## src/rtl/cp0_ext_if.sv

```systemverilog
// Pipeline <-> coprocessor-0 signal bundle. The M stage drives the master side.
interface cp0_ext_if #(
    parameter int NUM_HWINT = 6
);
    logic [4:0]           mf;
    logic [4:0]           mt;
    logic [31:0]          Din;
    logic                 We;
    logic [31:0]          PC;
    logic                 BD_in;
    logic                 ExcReq;
    logic [4:0]           ExcCode_in;
    logic [NUM_HWINT-1:0] HWInt;
    logic                 EXLClr;
    logic                 IntReq;
    logic                 ExcEntry;
    logic [31:0]          EPC;
    logic [31:0]          Dout;

    modport master (
        output mf, mt, Din, We, PC, BD_in, ExcReq, ExcCode_in, HWInt, EXLClr,
        input  IntReq, ExcEntry, EPC, Dout
    );

    modport slave (
        input  mf, mt, Din, We, PC, BD_in, ExcReq, ExcCode_in, HWInt, EXLClr,
        output IntReq, ExcEntry, EPC, Dout
    );
endinterface

```

## src/rtl/cp0_ext.sv

```systemverilog
// Coprocessor 0: SR/Cause/EPC/PRId, interrupt-vs-exception arbitration and
// exception entry bookkeeping for the M stage.
module cp0_ext #(
    parameter int          NUM_HWINT = 6,
    parameter logic [31:0] PRID_VAL  = 32'h0000_5037,
    parameter bit          EPC_ALIGN = 1'b1
) (
    input  logic      clk,
    input  logic      rst,
    cp0_ext_if.slave  bus
);

    logic [NUM_HWINT-1:0] im_q, im_d;
    logic                 exl_q, exl_d;
    logic                 ie_q, ie_d;
    logic                 bd_q, bd_d;
    logic [NUM_HWINT-1:0] ip_q, ip_d;
    logic [4:0]           code_q, code_d;
    logic [31:0]          epc_q, epc_d;

    logic                 int_req_s;
    logic                 exc_entry_s;
    logic                 wr_sr_s;
    logic                 wr_epc_s;
    logic [31:0]          pc_adj_s;
    logic [31:0]          epc_entry_s;
    logic [31:0]          sr_word_s;
    logic [31:0]          cause_word_s;
    logic [31:0]          dout_s;

    assign int_req_s   = (|(bus.HWInt & im_q)) & ie_q & ~exl_q;
    assign exc_entry_s = int_req_s | (bus.ExcReq & ~exl_q);
    assign wr_sr_s     = bus.We & (bus.mt == 5'd12);
    assign wr_epc_s    = bus.We & (bus.mt == 5'd14);

    // Entry PC: a delay-slot instruction restarts at its branch.
    always_comb begin
        pc_adj_s    = bus.BD_in ? (bus.PC - 32'd4) : bus.PC;
        epc_entry_s = pc_adj_s;
        if (EPC_ALIGN) begin
            epc_entry_s = {pc_adj_s[31:2], 2'b00};
        end else begin
            epc_entry_s = pc_adj_s;
        end
    end

    // Next-state: entry beats eret, which beats mtc0.
    always_comb begin
        im_d   = im_q;
        exl_d  = exl_q;
        ie_d   = ie_q;
        bd_d   = bd_q;
        code_d = code_q;
        epc_d  = epc_q;
        ip_d   = bus.HWInt;
        if (exc_entry_s) begin
            exl_d  = 1'b1;
            bd_d   = bus.BD_in;
            code_d = int_req_s ? 5'd0 : bus.ExcCode_in;
            epc_d  = epc_entry_s;
        end else begin
            if (wr_sr_s) begin
                im_d = bus.Din[10 +: NUM_HWINT];
                ie_d = bus.Din[0];
            end else begin
                im_d = im_q;
                ie_d = ie_q;
            end
            if (bus.EXLClr) begin
                exl_d = 1'b0;
            end else if (wr_sr_s) begin
                exl_d = bus.Din[1];
            end else begin
                exl_d = exl_q;
            end
            if (wr_epc_s) begin
                epc_d = bus.Din;
            end else begin
                epc_d = epc_q;
            end
        end
    end

    // State register.
    always_ff @(posedge clk or posedge rst) begin
        if (rst) begin
            im_q   <= {NUM_HWINT{1'b0}};
            exl_q  <= 1'b0;
            ie_q   <= 1'b0;
            bd_q   <= 1'b0;
            ip_q   <= {NUM_HWINT{1'b0}};
            code_q <= 5'd0;
            epc_q  <= 32'd0;
        end else begin
            im_q   <= im_d;
            exl_q  <= exl_d;
            ie_q   <= ie_d;
            bd_q   <= bd_d;
            ip_q   <= ip_d;
            code_q <= code_d;
            epc_q  <= epc_d;
        end
    end

    // Register images and mfc0 read mux.
    always_comb begin
        sr_word_s                     = 32'd0;
        sr_word_s[10 +: NUM_HWINT]    = im_q;
        sr_word_s[1]                  = exl_q;
        sr_word_s[0]                  = ie_q;
        cause_word_s                  = 32'd0;
        cause_word_s[31]              = bd_q;
        cause_word_s[10 +: NUM_HWINT] = ip_q;
        cause_word_s[6:2]             = code_q;
        case (bus.mf)
            5'd12:   dout_s = sr_word_s;
            5'd13:   dout_s = cause_word_s;
            5'd14:   dout_s = epc_q;
            5'd15:   dout_s = PRID_VAL;
            default: dout_s = 32'd0;
        endcase
    end

    assign bus.IntReq   = int_req_s;
    assign bus.ExcEntry = exc_entry_s;
    assign bus.EPC      = epc_q;
    assign bus.Dout     = dout_s;

endmodule

```

## src/flat_wrapper.sv

```systemverilog
// flat-port wrapper written by rule: the top's interface ports become plain ports
module cp0_ext_flat 
#(
    parameter int          NUM_HWINT = 6,
    parameter logic [31:0] PRID_VAL  = 32'h0000_5037,
    parameter bit          EPC_ALIGN = 1'b1
)
  (clk, rst, bus_mf, bus_mt, bus_Din, bus_We, bus_PC, bus_BD_in, bus_ExcReq, bus_ExcCode_in, bus_HWInt, bus_EXLClr, bus_IntReq, bus_ExcEntry, bus_EPC, bus_Dout);
  cp0_ext_if #(.NUM_HWINT(NUM_HWINT)) bus_i ();
  input  logic clk;
  input  logic rst;
  input wire logic [$bits(bus_i.mf)-1:0] bus_mf;
  input wire logic [$bits(bus_i.mt)-1:0] bus_mt;
  input wire logic [$bits(bus_i.Din)-1:0] bus_Din;
  input wire logic [$bits(bus_i.We)-1:0] bus_We;
  input wire logic [$bits(bus_i.PC)-1:0] bus_PC;
  input wire logic [$bits(bus_i.BD_in)-1:0] bus_BD_in;
  input wire logic [$bits(bus_i.ExcReq)-1:0] bus_ExcReq;
  input wire logic [$bits(bus_i.ExcCode_in)-1:0] bus_ExcCode_in;
  input wire logic [$bits(bus_i.HWInt)-1:0] bus_HWInt;
  input wire logic [$bits(bus_i.EXLClr)-1:0] bus_EXLClr;
  output wire logic [$bits(bus_i.IntReq)-1:0] bus_IntReq;
  output wire logic [$bits(bus_i.ExcEntry)-1:0] bus_ExcEntry;
  output wire logic [$bits(bus_i.EPC)-1:0] bus_EPC;
  output wire logic [$bits(bus_i.Dout)-1:0] bus_Dout;
  assign bus_i.mf = bus_mf;
  assign bus_i.mt = bus_mt;
  assign bus_i.Din = bus_Din;
  assign bus_i.We = bus_We;
  assign bus_i.PC = bus_PC;
  assign bus_i.BD_in = bus_BD_in;
  assign bus_i.ExcReq = bus_ExcReq;
  assign bus_i.ExcCode_in = bus_ExcCode_in;
  assign bus_i.HWInt = bus_HWInt;
  assign bus_i.EXLClr = bus_EXLClr;
  assign bus_IntReq = bus_i.IntReq;
  assign bus_ExcEntry = bus_i.ExcEntry;
  assign bus_EPC = bus_i.EPC;
  assign bus_Dout = bus_i.Dout;
  cp0_ext #(.NUM_HWINT(NUM_HWINT), .PRID_VAL(PRID_VAL), .EPC_ALIGN(EPC_ALIGN)) u_core (.clk(clk), .rst(rst), .bus(bus_i));
endmodule
```

## config.mk

```make
export PLATFORM = sky130hd
export DESIGN_NAME = cp0_ext_flat
export DESIGN_NICKNAME = d
export VERILOG_FILES = /design/src/rtl/cp0_ext_if.sv /design/src/rtl/cp0_ext.sv /design/src/flat_wrapper.sv
export SDC_FILE = /design/constraint.sdc
export NUM_CORES = 1
export LEC_CHECK = 0
export CAP_MARGIN = 10
export CELL_PAD_IN_SITES_DETAIL_PLACEMENT = 2
export CELL_PAD_IN_SITES_GLOBAL_PLACEMENT = 2
export CORE_AREA = 5 5 125 127
export CTS_CLUSTER_DIAMETER = 150
export CTS_CLUSTER_SIZE = 8
export DETAILED_ROUTE_END_ITERATION = 8
export DIE_AREA = 0 0 130 132
export HOLD_SLACK_MARGIN = 0.03
export PLACE_DENSITY = 0.84
export SLEW_MARGIN = 20
export SYNTH_ARGS = -nofsm -noshare
export SYNTH_HDL_FRONTEND = slang
export SYNTH_SLANG_ARGS = --single-unit
export TNS_END_PERCENT = 30
```

## constraint.sdc

```tcl
create_clock -name clk -period 3.3 [get_ports clk]
set_input_delay 0.825 -clock clk [delete_from_list [all_inputs] [get_ports clk]]
set_output_delay 0.825 -clock clk [all_outputs]
set_load 0.05 [all_outputs]
```

# After elaboration in Yosys (flattened, before gate mapping)
# Cells that the tools add are included.
# Widths: inputs -> output; s select.
[totals]
input_bits = 91
wordCells = 35
register_bits = 52
out_inout_bits = 66
[classes]
addsub = 1
bitwise = 9
muxes = 8
n_eq_ne = 6
n_reduce_logical = 4
[ops]
columns = ["operator", "n"]
rows = [
  ["$pmux 32 s4", 1],
  ["$mux 32", 3],
  ["$sub 32x3->32 const B", 1],
  ["$eq 5x4->1 const B", 6],
  ["$and 6x6->6", 1],
  ["$reduce_or 6->1", 1],
  ["$and 1x1->1", 5],
  ["$mux 5", 1],
  ["$mux 1", 3],
  ["$reduce_bool 3->1", 1],
  ["$not 1->1", 2],
  ["$reduce_and 2->1", 1],
  ["$reduce_bool 2->1", 1],
  ["$or 1x1->1", 1],
]

# Depth between registers and ports, before layout
# Gate-level depths: netlist (run 1).
[logic_depth]
depth_word = 7
ltp_mapped = 7
depth_no_buf = 6

# Least setup slack after synthesis (run 1)
# Ideal clock, no wire load.
[synth_path]
kind = "input-to-output"
startpoint = "input bus_mf[1]"
endpoint = "output bus_Dout[14]"
cell_stages = 4
path_buffers = 2
arrival_time_ns = 2.638
required_ns = 2.475
slack_ns = -0.163
cell_sequence = "clkbuf_1 > clkbuf_1 > a211oi_1 > nor3_1"
[synth_via]
elab_chain_len = 2
word_cells_on_any_way = 5
cone_classes = "eq/ne: 4; mux: 1"
[synth_lines]
columns = ["item", "line", "rtl"]
rows = [
  ["start: declaration", "flat_wrapper.sv:12", "input wire logic [$bits(bus_i.mf)-1:0] bus_mf;"],
  ["$eq 5x4->1", "cp0_ext.sv:115", "case (bus.mf)"],
  ["$pmux 32 s4 *", "cp0_ext.sv:115", ""],
  ["end: declaration", "flat_wrapper.sv:25", "output wire logic [$bits(bus_i.Dout)-1:0] bus_Dout;"],
]
# Every way passes the cells marked *; elsewhere a longest branch is shown, timed or not.

# Worst setup path after layout (run 1)
[layout_path]
startpoint = "input bus_mf[0]"
endpoint = "output bus_Dout[19]"
# The elaborated chain is that of the path after synthesis.

==> run_results.csv, run 1 <==
group,metric,value,unit
yosys,netlist_instances,355,
yosys,synthDistinctLibCells,43,
yosys,ys_seq_area_share,38.8,%
floorplanning,fp.dieArea,17200,sq um
pwr,p_leak,2.29,nW
floorplanning,coreArea,14300,sq um
global_route,grt_usage,18.0,%
yosys,synth_edf_count,0,
pwr,ir_drop,0.270,mV
cells_and_area,stdcell_count,701,
pwr,p_total,3.62,mW
floorplanning,rows,44,
timing,period_needed,3.19,ns
global_route,grt_max_degree,43,
routing,vias_per_cell,5.13,
yosys,synthArstFlopShare,100,%
yosys,synthFlopType,"dfrtp_1",
yosys,ys_ff_latch,52,
routing,ant_nets,0,
timing,max_freq,0.314,GHz
placement,place_area,5570,sq um
timing,timing.final.crit_share,96.6,%
clock_tree,postCtsResizedCells,0,
setup_path,cp_max_fo,18,
global_route,antenna_found_initial,0,
hold_path,min_path_cells,1,
yosys,synth_most_common_cell,"dfrtp_1",
clock_tree,clockRootBuffer,"clkbuf_16",
timing,setup_viol,0,
cells_and_area,drive_gt1_share,16.4,%
floorplanning,die-height,132,microns
clock_tree,hold_buffers,0,
placement,dp.cells,693,
clock_tree,cts_made_buffers,5,
yosys,synth.net_count,447,
timing,hold_violations,0,
routing,drt-total-wl,15.2,mm
clock_tree,cts_tree,"done",
setup_path,crit_required,2.47,ns
cells_and_area,fillers,1549,
clock_tree,cts_sinks,52,
timing,rsz0062_at_grt,"false",
routing,firstDrtPassIters,4,
routing,wl_per_cell,21.7,microns
yosys,ys.warnings.count,0,
setup_path,startpoint_type,"primary input",
hold_path,hold_start,"u_core.code_q[2]",
global_route,grt_pass1_vias,4239,
clock_tree,cts_buffer_depth,2,
clock_tree,clkSlewWorstSetupHoldPaths,0.07,ns
placement,dp_hpwl,12.3,mm
floorplanning,ios,157,
hold_path,hold_path_class,"reg -> reg",
cells_and_area,stdcell_area,5720,sq um
routing,drc_errors,0,
timing,skew,0.00869,ns
setup_path,r2r_setup_slack,0.94,ns
timing,tightestPinTransition,0.761,ns
cells_and_area,nets,608,
yosys,synth_commonest_cells,"dfrtp_1, mux2i_1, clkbuf_1",
pwr,power_density,633,nW/um^2
setup_path,end_kind,"primary output",
clock_tree,post-cts-setup-buffers,0,
timing,slew_viol_final,0,
setup_path,worstPathArrival,2.36,ns
floorplanning,initial_core_util,23.4,%
clock_tree,htree_levels,2,
setup_path,reg2reg_to,"u_core.im_q[4]",
placement,port_buffers,154,
cells_and_area,synthToLayoutAreaGrowth,70.6,%
yosys,netlist_area,3350,sq um
yosys,avgSynthCellArea,9.45,sq um
routing,drt_iter0_markers,141,
hold_path,min_to,"u_core.code_q[2]",
yosys,yosysTopAreaCell,"dfrtp_1",
floorplanning,die_w,130,microns
yosys,synth.area.top_cells,"dfrtp_1, mux2i_1, a211oi_1, nor4b_1, and2_1",
run_status,status,"complete, no violations",
flow_run,cap_violations,0,
placement,place.gp.congestion,0.852,
timing,relSlewSlack,49.2,%
clock_tree,worstSkewPairLatency,0.29,ns
yosys,synth_top_area_share,38.8,%
setup_path,r2r-start,"u_core.im_q[1]",
routing,vias,3596,
global_route,grt.overflow.total,0,
setup_path,reg2reg_depth,5,
global_route,grt_pass1_wl,24.5,mm
timing,fin_hold_ws,0.512,ns
cells_and_area,n_antenna_cell,0,
setup_path,path_class,"in -> out",
critical path, cell delays in order:
cell and delay [ns]:
clkdlybuf4s50_1 0.53, nor2b_1 0.20, nor2b_1 0.26, buf_12 0.18, and2_1 0.20, buf_12 0.15
layout by cell type (no fill, tap or decap), drive strengths merged, types with 2 or more instances in the layout:
cell / netlist / layout
or2: 2 / 2
or4: 12 / 12
a22o: 8 / 8
nand4b: 2 / 2
buf: 5 / 60
o311a: 4 / 4
o31ai: 8 / 8
nor4b: 14 / 14
nand2b: 2 / 2
a21oi: 9 / 9
a31oi: 12 / 12
clkdlybuf4s50: 0 / 120
o21ai: 16 / 16
mux2: 7 / 7
o311ai: 4 / 4
nor2: 19 / 19
nand2: 16 / 16
xor2: 12 / 12
nor2b: 5 / 5
nor3b: 3 / 3
inv: 8 / 8
dfrtp: 52 / 52
nor4: 6 / 6
clkinv: 1 / 2
a211oi: 18 / 18
nor3: 8 / 8
mux2i: 33 / 33
clkbuf: 21 / 6
nand3b: 2 / 2
and2: 19 / 19
nand4: 5 / 5
or3: 11 / 11
a22oi: 3 / 3
cell type report:
type | instances | area [sq um] | area share, %
Timing Repair Buffer | 180 | 2080 | 36.3
Multi-Input combinational cell | 268 | 1930 | 33.8
Sequential cell | 52 | 1300 | 22.7
Tap cell | 184 | 230 | 4.02
Clock buffer | 6 | 129 | 2.25
Inverter | 9 | 33.8 | 0.590
Clock inverter | 2 | 16.3 | 0.284
how the worst max path moves through the flow:
stage | from | depth (start not counted) | slack (ns) | end
after detailed placement | bus_PC[18] | 5 | -0.03 | u_core.bus.EPC[29]
after global placement | bus_HWInt[0] | 7 | 0.1 | bus_IntReq
after floorplan | bus_mf[1] | 4 | 0.08 | bus_Dout[12]
final | bus_mf[0] | 6 | 0.11 | bus_Dout[19]
after global routing | bus_mf[0] | 6 | 0.009 | bus_Dout[19]
after CTS | bus_mf[1] | 7 | 0.07 | bus_Dout[6]
power by group:
group	total (mW)	switching [mW]	leakage, nW	internal (mW)
combinational	1.97	1.22	1.61	0.745
clock	0.541	0.257	0.0671	0.284
sequential	1.11	0.229	0.617	0.880
routing by layer:
| metal | track usage (%) | share of wire, % | vias to the layer above |
|---|---|---|---|
| met5 | 0 | 0 | - |
| met2 | 33.3 | 54 | 90 |
| met3 | 2.96 | 4.1 | 14 |
| li1 | - | - | 1672 |
| met4 | 3.35 | 1.3 | 0 |
| met1 | 21.7 | 40 | 1820 |
metrics by stage:
step / util [%] / TNS, ns / setup slack, ns
2_1_floorplan: - / 0 / 0.0826
3_3_place_gp: 38.9 / 0 / 0.0955
3_5_place_dp: 38.9 / -0.0254 / -0.0254
4_1_cts: 40.0 / 0 / 0.0653
5_1_grt: 40.0 / 0 / 0.00854
6_report: 40.0 / 0 / 0.111
sequential cells by signal (all words and copies together), names as in the netlist:
signal / count
u_core.im_q: 6
u_core.bd_q: 1
u_core.code_q: 5
u_core.bus.EPC: 32
u_core.ip_q: 6
u_core.ie_q: 1
u_core.exl_q: 1
cells by family after synthesis:
logic type	Yosys count	synth area share, %
simple gates	128	23.2
xor+xnor	13	3.40
buf+inv	35	4.18
flops	52	38.8
compound gates	86	17.9
mux	40	12.2
fa+ha+maj	1	0.373
(Power assumes the default switching activity.)
==> run 2: changes to the inputs <==
--- a/config.mk
+++ b/config.mk
@@ -15,7 +15,6 @@
 export DIE_AREA = 0 0 130 132
 export HOLD_SLACK_MARGIN = 0.03
 export PLACE_DENSITY = 0.84
-export SLEW_MARGIN = 20
 export SYNTH_ARGS = -nofsm -noshare
 export SYNTH_HDL_FRONTEND = slang
 export SYNTH_SLANG_ARGS = --single-unit
==> results of run 2 <==
Final layout, timing and power as in run 1 (identical DEF).
==> run 3: changes to the inputs <==
--- a/config.mk
+++ b/config.mk
@@ -8,13 +8,13 @@
 export CAP_MARGIN = 10
 export CELL_PAD_IN_SITES_DETAIL_PLACEMENT = 2
 export CELL_PAD_IN_SITES_GLOBAL_PLACEMENT = 2
-export CORE_AREA = 5 5 125 127
+export CORE_AREA = 5 5 122 124
 export CTS_CLUSTER_DIAMETER = 150
 export CTS_CLUSTER_SIZE = 8
 export DETAILED_ROUTE_END_ITERATION = 8
-export DIE_AREA = 0 0 130 132
+export DIE_AREA = 0 0 127 129
 export HOLD_SLACK_MARGIN = 0.03
-export PLACE_DENSITY = 0.84
+export PLACE_DENSITY = 0.87
 export SYNTH_ARGS = -nofsm -noshare
 export SYNTH_HDL_FRONTEND = slang
 export SYNTH_SLANG_ARGS = --single-unit
==> constraint.sdc (replaced) <==
create_clock -name clk -period 3.7 [get_ports clk]
set_input_delay 0.925 -clock clk [delete_from_list [all_inputs] [get_ports clk]]
set_output_delay 0.925 -clock clk [all_outputs]
set_load 0.05 [all_outputs]
==> run 3 against run 2 <==
  * Combinational power decreased by 11%
  * Register-to-register slack better by 0.31 ns
  * Total power fell by 11%
  * Hold slack worse by 0.022 ns
  * Critical endpoint is now bus_Dout[16]
==> run_results.csv, run 3 (synthesized netlist as in run 1, its figures left out) <==
group,metric,value,unit
routing,drt_iter0_markers,119,
floorplanning,rows,43,
run_status,status,"complete, no violations",
setup_path,worstPathArrival,2.62,ns
timing,slew_viol_final,0,
pwr,internal-power,1.70,mW
cells_and_area,n_antenna_cell,0,
timing,tightestPinTransition,0.918,ns
cells_and_area,fillers,1483,
floorplanning,initial_core_util,24.5,%
pwr,swShare,47.3,%
timing,relSlewSlack,38.8,%
timing,setup_viol,0,
routing,vias_per_cell,5.11,
timing,skew,0.0120,ns
clock_tree,cts_tree,"done",
floorplanning,ios,157,
pwr,seq_power_share,30.7,%
placement,dp_hpwl,12.3,mm
pwr,power_density,569,nW/um^2
routing,drt-total-wl,15.3,mm
timing,rsz0062_at_grt,"false",
cells_and_area,largest_reg_flops,32,
flow_run,cap_violations,0,
setup_path,cp_max_fo,18,
hold_path,hold_start,"u_core.bd_q",
routing,drc_errors,0,
cells_and_area,synthToLayoutAreaGrowth,68.8,%
routing,vias,3538,
placement,dp.cells,684,
setup_path,end_kind,"primary output",
routing,firstDrtPassIters,4,
pwr,p_total,3.22,mW
routing,ant_nets,0,
timing,fin_hold_ws,0.490,ns
floorplanning,fp.dieArea,16400,sq um
pwr,p_leak,2.26,nW
global_route,grt_pass1_wl,23.7,mm
timing,max_freq,0.282,GHz
placement,place_area,5510,sq um
clock_tree,cts_buffer_depth,2,
clock_tree,postCtsResizedCells,0,
routing,wl_per_cell,22.1,microns
global_route,antenna_found_initial,0,
placement,place.gp.congestion,0.823,
floorplanning,die_w,127,microns
clock_tree,cts_sinks,52,
global_route,grt_max_degree,43,
clock_tree,post-cts-setup-buffers,0,
setup_path,reg2reg_to,"u_core.im_q[1]",
timing,period_needed,3.54,ns
floorplanning,die-height,129,microns
floorplanning,coreArea,13700,sq um
clock_tree,clkSlewWorstSetupHoldPaths,0.07,ns
pwr,switchingPower,1.52,mW
hold_path,min_path_cells,2,
pwr,p_clk_share,14.8,%
placement,port_buffers,154,
clock_tree,hold_buffers,0,
pwr,ir_drop,0.354,mV
cells_and_area,stdcell_count,692,
cells_and_area,final_cell_mix,"clkdlybuf4s50_1, dfrtp_1, mux2i_1, buf_12, buf_4",
cells_and_area,nets,603,
cells_and_area,drive_gt1_share,15.2,%
pwr,pwr-share-comb,54.4,%
clock_tree,htree_levels,2,
clock_tree,clockRootBuffer,"clkbuf_16",
timing,finalSetupTns,0,ns
global_route,grt.overflow.total,0,
setup_path,startpoint_type,"primary input",
global_route,grt_pass1_vias,4091,
hold_path,hold_path_class,"reg -> reg",
setup_path,r2r_setup_slack,1.25,ns
hold_path,min_to,"u_core.bd_q",
setup_path,path_class,"in -> out",
cells_and_area,final_common_cell,"clkdlybuf4s50_1",
clock_tree,worstSkewPairLatency,0.29,ns
timing,hold_violations,0,
setup_path,r2r-start,"u_core.im_q[1]",
setup_path,reg2reg_depth,5,
cells_and_area,stdcell_area,5660,sq um
setup_path,crit_required,2.77,ns
timing,timing.final.crit_share,95.8,%
global_route,grt_usage,18.5,%
clock_tree,cts_made_buffers,5,
==> run 3: worst max-delay path by stage <==
| stage | end | depth (start not counted) | slack, ns | startpoint |
|---|---|---|---|---|
| floorplan | bus_Dout[14] | 4 | 0.04 | bus_mf[1] |
| global placement | bus_Dout[9] | 6 | 0.22 | bus_mf[4] |
| detailed placement | bus_Dout[16] | 6 | 0.09 | bus_mf[2] |
| CTS | bus_Dout[16] | 6 | 0.08 | bus_mf[2] |
| global route | bus_Dout[19] | 6 | 0.05 | bus_mf[2] |
| finish | bus_Dout[16] | 6 | 0.16 | bus_mf[2] |
==> run 3: layer usage <==
metal	global-route usage [%]	share of wire (%)	vias to the layer above
li1	-	-	1654
met1	21.0	40	1782
met2	36.8	56	89
met3	1.91	3.4	13
met4	4.16	1.5	0
met5	0	0	-
==> run 3: power by group through the flow <==
stage	clock network (mW)	registers, mW	logic [mW]
after floorplan	0	1.50	0.488
after global placement	0	0.983	1.71
after detailed placement	0	1.00	1.77
after CTS	0.489	0.995	1.78
after global routing	0.513	1.02	1.85
final	0.478	0.990	1.75
==> run 3: through the flow <==
stage                     util [%]  worst slack (ns)
after CTS                     41.4            0.0760
after floorplan                  -            0.0368
after global routing          41.4            0.0456
final                         41.4             0.156
after global placement        40.3             0.225
after detailed placement      40.3            0.0924
==> run 3: final cells by class <==
class	instances	area [sq um]	share of cell area, %
flip-flops and latches	52	1300	23.0
well taps	180	225	3.98
clock inverters	2	16.3	0.287
inverters	9	33.8	0.597
multi-input cells	268	1930	34.0
clock buffers	6	129	2.28
repair buffers	175	2030	35.8
==> run 3: worst max-delay path: stages <==
cell and delay [ns]:
clkdlybuf4s50_1 0.49, nand3b_1 0.32, nor2b_1 0.27, buf_4 0.25
and2_1 0.21, buf_12 0.15
